<file path="src/rtl/dma_io_endpoint.sv">
// Peripheral-side 8237-style DMA endpoint with local FIFO; DMA_EP_DEMAND_EN enables demand mode.
// Latency: bus pins are registered once, so each pin event acts on the FSM one clock later.
// Backpressure: DREQ is held off until the FIFO has THRESH bytes or slots; local ports use valid/ready.

module dma_ep_fifo #(
    parameter int W     = 8,
    parameter int DEPTH = 8
) (
    input  logic                   clk_i,
    input  logic                   reset_i,
    input  logic                   push_i,
    input  logic [W-1:0]           push_dat_i,
    input  logic                   pop_i,
    output logic [W-1:0]           head_dat_o,
    output logic [$clog2(DEPTH):0] count_o
);
    localparam int AW = $clog2(DEPTH);
    localparam logic [AW:0] FULL = (AW+1)'(DEPTH);

    logic [W-1:0]  mem_q [DEPTH];
    logic [AW-1:0] wr_ptr_q, rd_ptr_q;
    logic [AW:0]   count_q;
    logic          push_ok, pop_ok;

    assign push_ok    = push_i && (count_q != FULL);
    assign pop_ok     = pop_i && (count_q != '0);
    assign head_dat_o = mem_q[rd_ptr_q];
    assign count_o    = count_q;

    always_ff @(posedge clk_i) begin
        if (push_ok) mem_q[wr_ptr_q] <= push_dat_i;
    end

    always_ff @(posedge clk_i) begin
        if (reset_i) begin
            wr_ptr_q <= '0;
            rd_ptr_q <= '0;
            count_q  <= '0;
        end else begin
            if (push_ok) wr_ptr_q <= wr_ptr_q + 1'b1;
            if (pop_ok)  rd_ptr_q <= rd_ptr_q + 1'b1;
            case ({push_ok, pop_ok})
                2'b10:   count_q <= count_q + 1'b1;
                2'b01:   count_q <= count_q - 1'b1;
                default: count_q <= count_q;
            endcase
        end
    end
endmodule

module dma_io_endpoint #(
    parameter int DEPTH  = 8,
    parameter int THRESH = 1
) (
    input  logic                   clk_i,
    input  logic                   reset_i,
    input  logic                   dir_i,
    input  logic                   enable_i,
    output logic                   dreq_o,
    input  logic                   dack_i,
    input  logic                   ior_n_i,
    input  logic                   iow_n_i,
    input  logic                   eop_n_i,
    input  logic [7:0]             db_in_i,
    output logic [7:0]             db_out_o,
    output logic                   db_oe_o,
    input  logic                   loc_in_valid_i,
    output logic                   loc_in_ready_o,
    input  logic [7:0]             loc_in_data_i,
    output logic                   loc_out_valid_o,
    input  logic                   loc_out_ready_i,
    output logic [7:0]             loc_out_data_o,
    output logic                   tc_o,
    input  logic                   tc_clr_i,
    output logic [$clog2(DEPTH):0] count_o
);
    localparam int CW = $clog2(DEPTH) + 1;
    localparam logic [CW-1:0] FULL = CW'(DEPTH);

    typedef enum logic [4:0] {
        S_IDLE = 5'b00001,
        S_REQ  = 5'b00010,
        S_ACK  = 5'b00100,
        S_XFER = 5'b01000,
        S_DONE = 5'b10000
    } state_e;

    state_e      state_q, state_d;
    logic        dir_q, live_q, eop_seen_q;
    logic        dack_q, ior_n_q, iow_n_q, eop_n_q;
    logic [7:0]  hold_q, head;
    logic        need, strobe_act, eop_now, in_grant;
    logic        bus_pop, bus_push, fifo_push, fifo_pop;
    logic [7:0]  fifo_dat;

    assign need = dir_q ? ((DEPTH - int'(count_o)) >= THRESH) : (int'(count_o) >= THRESH);
`ifdef DMA_EP_DEMAND_EN
    logic need_post;
    // Need condition as it will stand once the current byte has moved.
    assign need_post = dir_q ? ((DEPTH - int'(count_o)) > THRESH) : (int'(count_o) > THRESH);
`endif
    assign strobe_act = dir_q ? ~iow_n_q : ~ior_n_q;
    assign in_grant   = (state_q == S_ACK) || (state_q == S_XFER);
    assign eop_now    = eop_seen_q || ~eop_n_q;

    always_comb begin
        state_d  = state_q;
        bus_pop  = 1'b0;
        bus_push = 1'b0;
        case (state_q)
            S_IDLE: if (enable_i && need) state_d = S_REQ;
            S_REQ: begin
                if (dack_q)         state_d = S_ACK;
                else if (!enable_i) state_d = S_IDLE;
            end
            S_ACK: begin
                if (!dack_q)         state_d = S_IDLE;
                else if (strobe_act) state_d = S_XFER;
            end
            S_XFER: begin
                if (!strobe_act || !dack_q) begin
                    bus_pop  = ~dir_q;
                    bus_push = dir_q;
                    if (eop_now) state_d = S_DONE;
`ifdef DMA_EP_DEMAND_EN
                    else if (dack_q && need_post) state_d = S_ACK;
`endif
                    else state_d = S_IDLE;
                end
            end
            S_DONE: if (tc_clr_i) state_d = S_IDLE;
            default: state_d = S_IDLE;
        endcase
    end

    always_ff @(posedge clk_i) begin
        if (reset_i) begin
            state_q    <= S_IDLE;
            dir_q      <= 1'b0;
            live_q     <= 1'b0;
            eop_seen_q <= 1'b0;
            dack_q     <= 1'b0;
            ior_n_q    <= 1'b1;
            iow_n_q    <= 1'b1;
            eop_n_q    <= 1'b1;
            hold_q     <= 8'h00;
        end else begin
            state_q    <= state_d;
            live_q     <= 1'b1;
            dack_q     <= dack_i;
            ior_n_q    <= ior_n_i;
            iow_n_q    <= iow_n_i;
            eop_n_q    <= eop_n_i;
            eop_seen_q <= in_grant && eop_now;
            if (state_q == S_IDLE) dir_q <= dir_i;
            // Track the bus while the write strobe is low so a 1-CLK strobe still lands a byte.
            if (in_grant && dir_q && !iow_n_i) hold_q <= db_in_i;
        end
    end

    assign fifo_push = dir_q ? bus_push : (loc_in_valid_i && loc_in_ready_o);
    assign fifo_pop  = dir_q ? (loc_out_valid_o && loc_out_ready_i) : bus_pop;
    assign fifo_dat  = dir_q ? hold_q : loc_in_data_i;

    dma_ep_fifo #(.W(8), .DEPTH(DEPTH)) u_fifo (
        .clk_i      (clk_i),
        .reset_i    (reset_i),
        .push_i     (fifo_push),
        .push_dat_i (fifo_dat),
        .pop_i      (fifo_pop),
        .head_dat_o (head),
        .count_o    (count_o)
    );

    assign dreq_o          = (state_q == S_REQ) || (state_q == S_ACK);
    assign tc_o            = (state_q == S_DONE);
    assign db_oe_o         = (state_q == S_XFER) && !dir_q;
    assign db_out_o        = (db_oe_o && count_o != '0) ? head : 8'h00;
    assign loc_in_ready_o  = live_q && !dir_q && (count_o != FULL);
    assign loc_out_valid_o = live_q && dir_q && (count_o != '0);
    assign loc_out_data_o  = loc_out_valid_o ? head : 8'h00;
endmodule

</file>
<file path="config.mk">
export PLATFORM = sky130hd
export DESIGN_NAME = dma_io_endpoint
export DESIGN_NICKNAME = d
export VERILOG_FILES = /design/src/rtl/dma_io_endpoint.sv
export SDC_FILE = /design/constraint.sdc
export NUM_CORES = 1
export LEC_CHECK = 0
export CAP_MARGIN = 30
export CORE_ASPECT_RATIO = 1.4
export CORE_MARGIN = 3
export CORE_UTILIZATION = 41
export CTS_CLUSTER_DIAMETER = 30
export DETAILED_ROUTE_END_ITERATION = 7
export HOLD_SLACK_MARGIN = 0.05
export PLACE_DENSITY = 0.75
export SLEW_MARGIN = 20
export SYNTH_ARGS = -nofsm -noshare
export SYNTH_HDL_FRONTEND = slang
export SYNTH_SLANG_ARGS = --single-unit
</file>
<file path="constraint.sdc">
create_clock -name clk_i -period 2.6 [get_ports clk_i]
set_clock_uncertainty 0.05 [all_clocks]
set_input_delay 0.26 -clock clk_i [delete_from_list [all_inputs] [get_ports clk_i]]
set_output_delay 0.26 -clock clk_i [all_outputs]
set_load 0.01 [all_outputs]
</file>
==> run_results.csv, run 1 <==
group,metric,value,unit
worst_setup_path,start_kind,"flop",
cells_and_area,utilization,54.2,%
worst_setup_path,cpMostUsedCell,"buf_4",
worst_setup_path,r2r_end,"u_fifo.mem_q[6][3]",
worst_setup_path,cpPeakStageDelay,0.53,ns
placed_design,placed_area,0.00503,mm^2
pwr,power,0.00366,W
yosys,seq_area_frac_synth,61.5,%
route,dr.pass1.iters,4,
worst_setup_path,cp_max_fo,8,
cells_and_area,fin_area,0.00540,mm^2
timing,relSlewSlack,54.7,%
global_routing,track_usage,15.9,%
global_routing,antenna_found_initial,0,
yosys,synth_top_family_by_area,"multiplexers",
timing,setup-violations-final,0,
yosys,avgSynthCellArea,13.7,um^2
route,postRouteAntennaNets,0,
route,drc,0,
yosys,synth-compound-area-share,5.33,%
route,drt_wl_total,8830,um
min_path,hold_depth,2,
timing,period_share,95.8,%
die,pin_count,52,
global_routing,grt_pass1_vias,2792,
worst_setup_path,rrSetupSlack,0.11,ns
job,drv_cap,0,
die,dieArea,0.0115,mm^2
die,fp-row-count,43,
timing,tightest_slew,0.679,ns
worst_setup_path,path_class,"flop to flop",
min_path,hold_path_startpoint,"dack_i",
global_routing,grt_pass1_wl,14000,um
cells_and_area,diodes,0,
global_routing,grtUsageMet2,28.2,%
timing,hold_viol,0,
cells_and_area,multiInputGateArea,0.00157,mm^2
yosys,synth_flop_cell,"edfxtp_1",
cells_and_area,n_fill_cell,810,
die,core-area,0.00995,mm^2
placed_design,io_buffer_count,51,
yosys,synth_seq_cells,97,
cells_and_area,syn_to_final_growth,28.4,%
pwr,p_leak,2.02,nW
route,dr.first_iter.drc_count,165,
cts,htree_num_levels,3,
worst_setup_path,reg2reg_depth,7,
yosys,synth_xor_area_share,0.834,%
cells_and_area,layout.nets,419,
cts,cts_made_buffers,9,
yosys,netlist_instances,306,
yosys,ys_types,44,
pwr,peakVddDrop,0.426,mV
cells_and_area,drive_gt1_share,23.6,%
global_routing,met1_usage,18.3,%
timing,rsz0062_at_grt,"yes",
cts,path_clk_slew,0.07,ns
yosys,synthMuxAreaShare,15.5,%
worst_setup_path,end_kind,"flop",
yosys,synth_edf_count,64,
worst_setup_path,cp.arrival,2.48,ns
cts,cts-hold-fix-buffers,0,
timing,final_max_slew_viol_count,0,
timing,fmax,0.401,GHz
cts,cts_buffer_depth,2,
yosys,async_reset_ff_share,0,%
global_routing,gr-total-overflow,0,
placed_design,place_hpwl,6170,um
yosys,syn_nets,340,
die,dieWidth,91.6,um
worst_setup_path,cp_slowest_cell,"or4_4",
global_routing,grtUsageMet3,2.99,%
cts,clkLatencyLatePin,0.34,ns
min_path,hp-class,"input pin to flop",
yosys,yosys.area_share.simple,12.4,%
route,wl_per_cell,16.8,um
cts,clockRootBuffer,"clkbuf_16",
timing,min_period,2.49,ns
cts,cts_tree,"yes",
global_routing,grt.busiest_layer,"met2",
die,initial_core_util,42.2,%
yosys,synthesis.area,0.00420,mm^2
pwr,power_density,678,mW/mm^2
route,viasPerCell,5.29,
placed_design,dp_cells,508,
timing,fin_ws,0.108,ns
cts,cts.sink_count,97,
placed_design,gp_congestion,0.860,
route,vias,2778,
run_status,status,"completed",
cells_and_area,seq_area,0.00258,mm^2
worst_setup_path,timing.rr.start,"state_q[0]",
global_routing,grt_start_max_net_pins,28,
worst_setup_path,worstPathRequired,2.59,ns
worst_setup_path,crit_chain,"or4_4, buf_4, o31ai_2, buf_4, nand3_1, nor3b_1, buf_4",
yosys,ys_warn_count,0,
cells_and_area,fin_cells,525,
placed_design,pre_cts_slack,0.0601,ns
die,die_y,126,um
min_path,min_to,"dack_q",
yosys,synthAdderAreaFrac,2.08,%
sequential cells by signal, summed over array words and instances, names as in the netlist, 3 cells and up, named ones only:
| name | count |
|---|---|
| u_fifo.wr_ptr_q | 3 |
| state_q | 5 |
| u_fifo.count_o | 4 |
| u_fifo.rd_ptr_q | 3 |
| hold_q | 8 |
| u_fifo.mem_q | 64 |
timing repair:
action	4_1_cts	5_1_grt
pin swaps	1	3
buffers inserted	1	0
gates cloned	0	0
resized for setup	14	9
setup endpoints to repair	11	24
cell usage after synthesis, types with 7 or more instances:
library cell	instances	share of area [%]
o21ai_0	8	0.95
nor2b_1	8	1.2
edfxtp_1	64	46
a21oi_1	12	1.4
nand2_1	9	0.80
mux2_2	9	2.4
inv_1	10	0.89
mux4_2	16	8.6
dfxtp_1	33	16
nor2_1	37	3.3
ha_1	7	2.1
mux2i_1	19	4.5
layout make-up:
type / count / share of cell area [%]
Inverter: 10 / 0.696
Clock buffer: 9 / 4.17
Tap cell: 135 / 3.13
Timing Repair Buffer: 81 / 13.7
Clock inverter: 7 / 1.30
Multi-Input combinational cell: 186 / 29.1
Sequential cell: 97 / 47.9
how the worst max path moves through the flow:
stage                from  cells past startpoint            endpoint
2_1_floorplan  state_q[0]                      4  u_fifo.mem_q[1][0]
3_3_place_gp   state_q[0]                      8   u_fifo.count_o[3]
3_5_place_dp   state_q[0]                      8   u_fifo.count_o[3]
4_1_cts        state_q[0]                      8   u_fifo.count_o[3]
5_1_grt              flop                      5   loc_out_data_o[1]
6_report       state_q[0]                      7  u_fifo.mem_q[6][3]
through the flow:
step / TNS, ns / hold slack (ns)
2_1_floorplan: -3.92 / 0.314
3_3_place_gp: 0 / 0.415
3_5_place_dp: 0 / 0.435
4_1_cts: 0 / 0.414
5_1_grt: -0.00302 / 0.445
6_report: 0 / 0.422
layer usage:
metal / share of wire, % / wire length, um
met4: 2.6 / 226
met2: 52 / 4620
met5: 0 / 0
met1: 41 / 3650
met3: 3.7 / 326
critical path: cells and delay by family, from the launching register on:
| kind | cells | cell delay (ns) |
|---|---|---|
| AOI/OAI and AO/OA | 1 | 0.29 |
| buffers and inverters | 3 | 0.59 |
| DFF | 1 | 0.32 |
| and+or+nand+nor | 3 | 0.96 |
cells by family after synthesis:
logic type                 Yosys count
DFF                                 97
xor gates and xnor gates             4
AOI/OAI and AO/OA                   34
and+or+nand+nor                     97
muxes                               44
adders and majority gates            7
buffers and inverters               23
where the power goes:
| part | internal (W) | switching (W) |
|---|---|---|
| clock network | 0.000677 | 0.000611 |
| logic | 0.000298 | 0.000314 |
| registers | 0.00173 | 0.0000294 |
| total | 0.00270 | 0.000954 |
cells in the final DEF, fill, tap and decap left out, types with 5 or more instances in the layout:
master,netlist,routed
clkdlybuf4s50_1,0,40
dlymetal6s2s_1,0,5
mux2i_1,19,19
ha_1,7,6
edfxtp_1,64,64
o21ai_0,8,8
inv_1,10,10
nand2_1,9,8
buf_4,1,30
dfxtp_1,33,33
mux2_2,9,9
mux4_2,16,16
nor2b_1,8,8
nor2_1,37,35
dlygate4sd2_1,0,6
a21oi_1,12,11
clkbuf_16,0,9
nor3_1,6,6
Note: power is estimated with default switching activity, not from simulation.
==> inputs of run 2 (changes only) <==
Settings changed: CORE_ASPECT_RATIO 1.4 to 1.25, CTS_BUF_LIST set to sky130_fd_sc_hd__clkbuf_4, GPL_TIMING_DRIVEN set to 0.
==> run 2 against run 1 <==
  * Final area increased by 1.6%
  * Final cell count down 2.1%
  * Critical path depth fell by 1
  * Die area hardly changed
  * Non-clock buffer count is 3 lower
  * Critical endpoint is now u_fifo.count_o[2]
  * Highest routed layer unchanged
==> run_results.csv, run 2 (synthesis gave the netlist of run 1 again) <==
group,metric,value,unit
timing,tightest_slew,0.732,ns
timing,relSlewSlack,51.2,%
worst_setup_path,crit_buf_inv,0,
die,pin_count,52,
pwr,peakVddDrop,0.442,mV
worst_setup_path,cp_max_fo,6,
route,drt_wl_total,9570,um
pwr,p_leak,1.95,nW
cts,cts_made_buffers,9,
global_routing,antenna_found_initial,0,
worst_setup_path,path_class,"flop to flop",
die,initial_core_util,42.8,%
worst_setup_path,cp_slowest_cell,"or4_4",
run_status,status,"completed",
job,drv_cap,0,
cts,cts.sink_count,97,
timing,final_max_slew_viol_count,0,
global_routing,grt_start_max_net_pins,19,
cells_and_area,layout.nets,416,
placed_design,gp_congestion,0.893,
placed_design,dp_cells,485,
timing,setup-violations-final,0,
route,top_layer,"met4",
route,dr.first_iter.drc_count,129,
pwr,power_density,626,mW/mm^2
route,m1WireLength,3890,um
cells_and_area,largest_register_ffs,64,
cts,cts_buffer_depth,2,
cts,htree_num_levels,3,
cells_and_area,fin_cells,514,
worst_setup_path,start_kind,"flop",
min_path,hp-class,"input pin to flop",
route,wl_per_cell,18.6,um
worst_setup_path,cpPeakStageDelay,0.58,ns
worst_setup_path,crit_family,"simple AND/OR/NAND/NOR gates",
die,fp-row-count,40,
route,dr.pass1.iters,4,
cells_and_area,final_common_cell,"edfxtp_1",
cts,cts_tree,"yes",
worst_setup_path,end_kind,"flop",
global_routing,gr-total-overflow,0,
timing,rsz0062_at_grt,"yes",
global_routing,grt_pass1_wl,15000,um
cells_and_area,n_fill_cell,818,
route,viasPerCell,5.54,
placed_design,place_hpwl,6310,um
timing,min_period,2.58,ns
timing,final.setup.tns,0,ns
cts,clkLatencyLatePin,0.45,ns
cts,clockRootBuffer,"clkbuf_4",
cells_and_area,max_flop_register,"u_fifo.mem_q",
route,postRouteAntennaNets,0,
worst_setup_path,cp.arrival,2.92,ns
cts,path_clk_slew,0.16,ns
die,dieArea,0.0115,mm^2
cells_and_area,drive_gt1_share,30.0,%
die,core-area,0.00981,mm^2
timing,hold_viol,0,
cells_and_area,layout_common_cells,"64 x edfxtp_1, 35 x nor2_1, 34 x clkdlybuf4s50_1",
route,vias,2846,
worst_setup_path,crit_chain,"or4_4, o31ai_4, nand2_4, ha_2, or3_1, a21oi_1",
cells_and_area,syn_to_final_growth,30.5,%
worst_setup_path,worstPathRequired,2.94,ns
placed_design,io_buffer_count,50,
die,dieWidth,96.5,um
global_routing,grt_pass1_vias,2785,
cells_and_area,reg.largest.list,"u_fifo.mem_q: 64 flops, hold_q: 8 flops, state_q: 5 flops",
timing,fmax,0.388,GHz
route,drc,0,
timing,period_share,99.1,%
route,wl_met3,524,um
die,die_y,119,um
route,wl_met2,4780,um
global_routing,track_usage,17.5,%
## run 2: changes by cell type in the layout (fill, tap and decap cells not counted), moves of 4 or more
cell,change
buf_4,-13
clkbuf_16,-9
clkbuf_4,+10
clkdlybuf4s50_1,-6
dfxtp_1,-9
dfxtp_2,+6
dlymetal6s2s_1,-4
mux2i_1,-8
mux2i_2,+7
## run 2: metrics by stage
stage	setup slack, ns	hold WS [ns]	instance area [um^2]	utilization [%]	power [W]
2_1_floorplan	-0.207	0.314	4200	-	0.00215
3_3_place_gp	-1.16	0.424	4860	49.5	0.00231
3_5_place_dp	-0.434	0.429	4920	50.2	0.00234
5_1_grt	-0.0389	0.312	5480	55.9	0.00356
4_1_cts	0.00424	0.305	5460	55.6	0.00341
6_report	0.0226	0.315	5480	55.9	0.00343
## run 2: report_power, final
| part | leakage [nW] | switching [W] | internal [W] |
|---|---|---|---|
| logic | 1.00 | 0.000341 | 0.000315 |
| clock network | 0.0971 | 0.000515 | 0.000489 |
| registers | 0.854 | 0.0000338 | 0.00174 |
## run 2: final timing paths
kind                           start           endpoint  slack, ns  cells past startpoint
setup / recovery          state_q[0]  u_fifo.count_o[2]       0.02                      6
hold / removal                dack_i             dack_q       0.32                      2
setup reg to reg          state_q[0]  u_fifo.count_o[2]       0.02                      6
hold reg to reg   u_fifo.rd_ptr_q[2]               flop       0.46                      2
## run 2: layout make-up
type / instances / area [um^2] / area share (%)
flip-flops and latches: 97 / 2600 / 47.5
multi-input cells: 186 / 1750 / 31.9
repair buffers: 70 / 679 / 12.4
well taps: 126 / 158 / 2.88
clock inverters: 7 / 118 / 2.15
plain buffers: 8 / 70.1 / 1.28
clock buffers: 9 / 67.6 / 1.23
inverters: 10 / 37.5 / 0.685
diodes: 1 / 2.50 / 0.0457
## run 2: what timing repair did
action,in CTS,in global routing
buffers inserted,13,2
endpoints found under the hold margin,5,0
gates resized for setup,67,17
endpoints found under the setup margin,86,17
pin swaps,8,1
cloned,1,0
hold buffers,1,0
## run 2: routing by layer
layer | vias up | global-route usage (%)
met5 | - | 0
met4 | 0 | 7.11
met3 | 32 | 3.79
met2 | 110 | 28.2
met1 | 1388 | 22.9
li1 | 1316 | -
==> inputs of run 3 (changes only) <==
Settings changed: HOLD_SLACK_MARGIN 0.05 to 0.06.
==> results of run 3 <==
No change in the layout: final DEF, timing and power equal those of run 2.
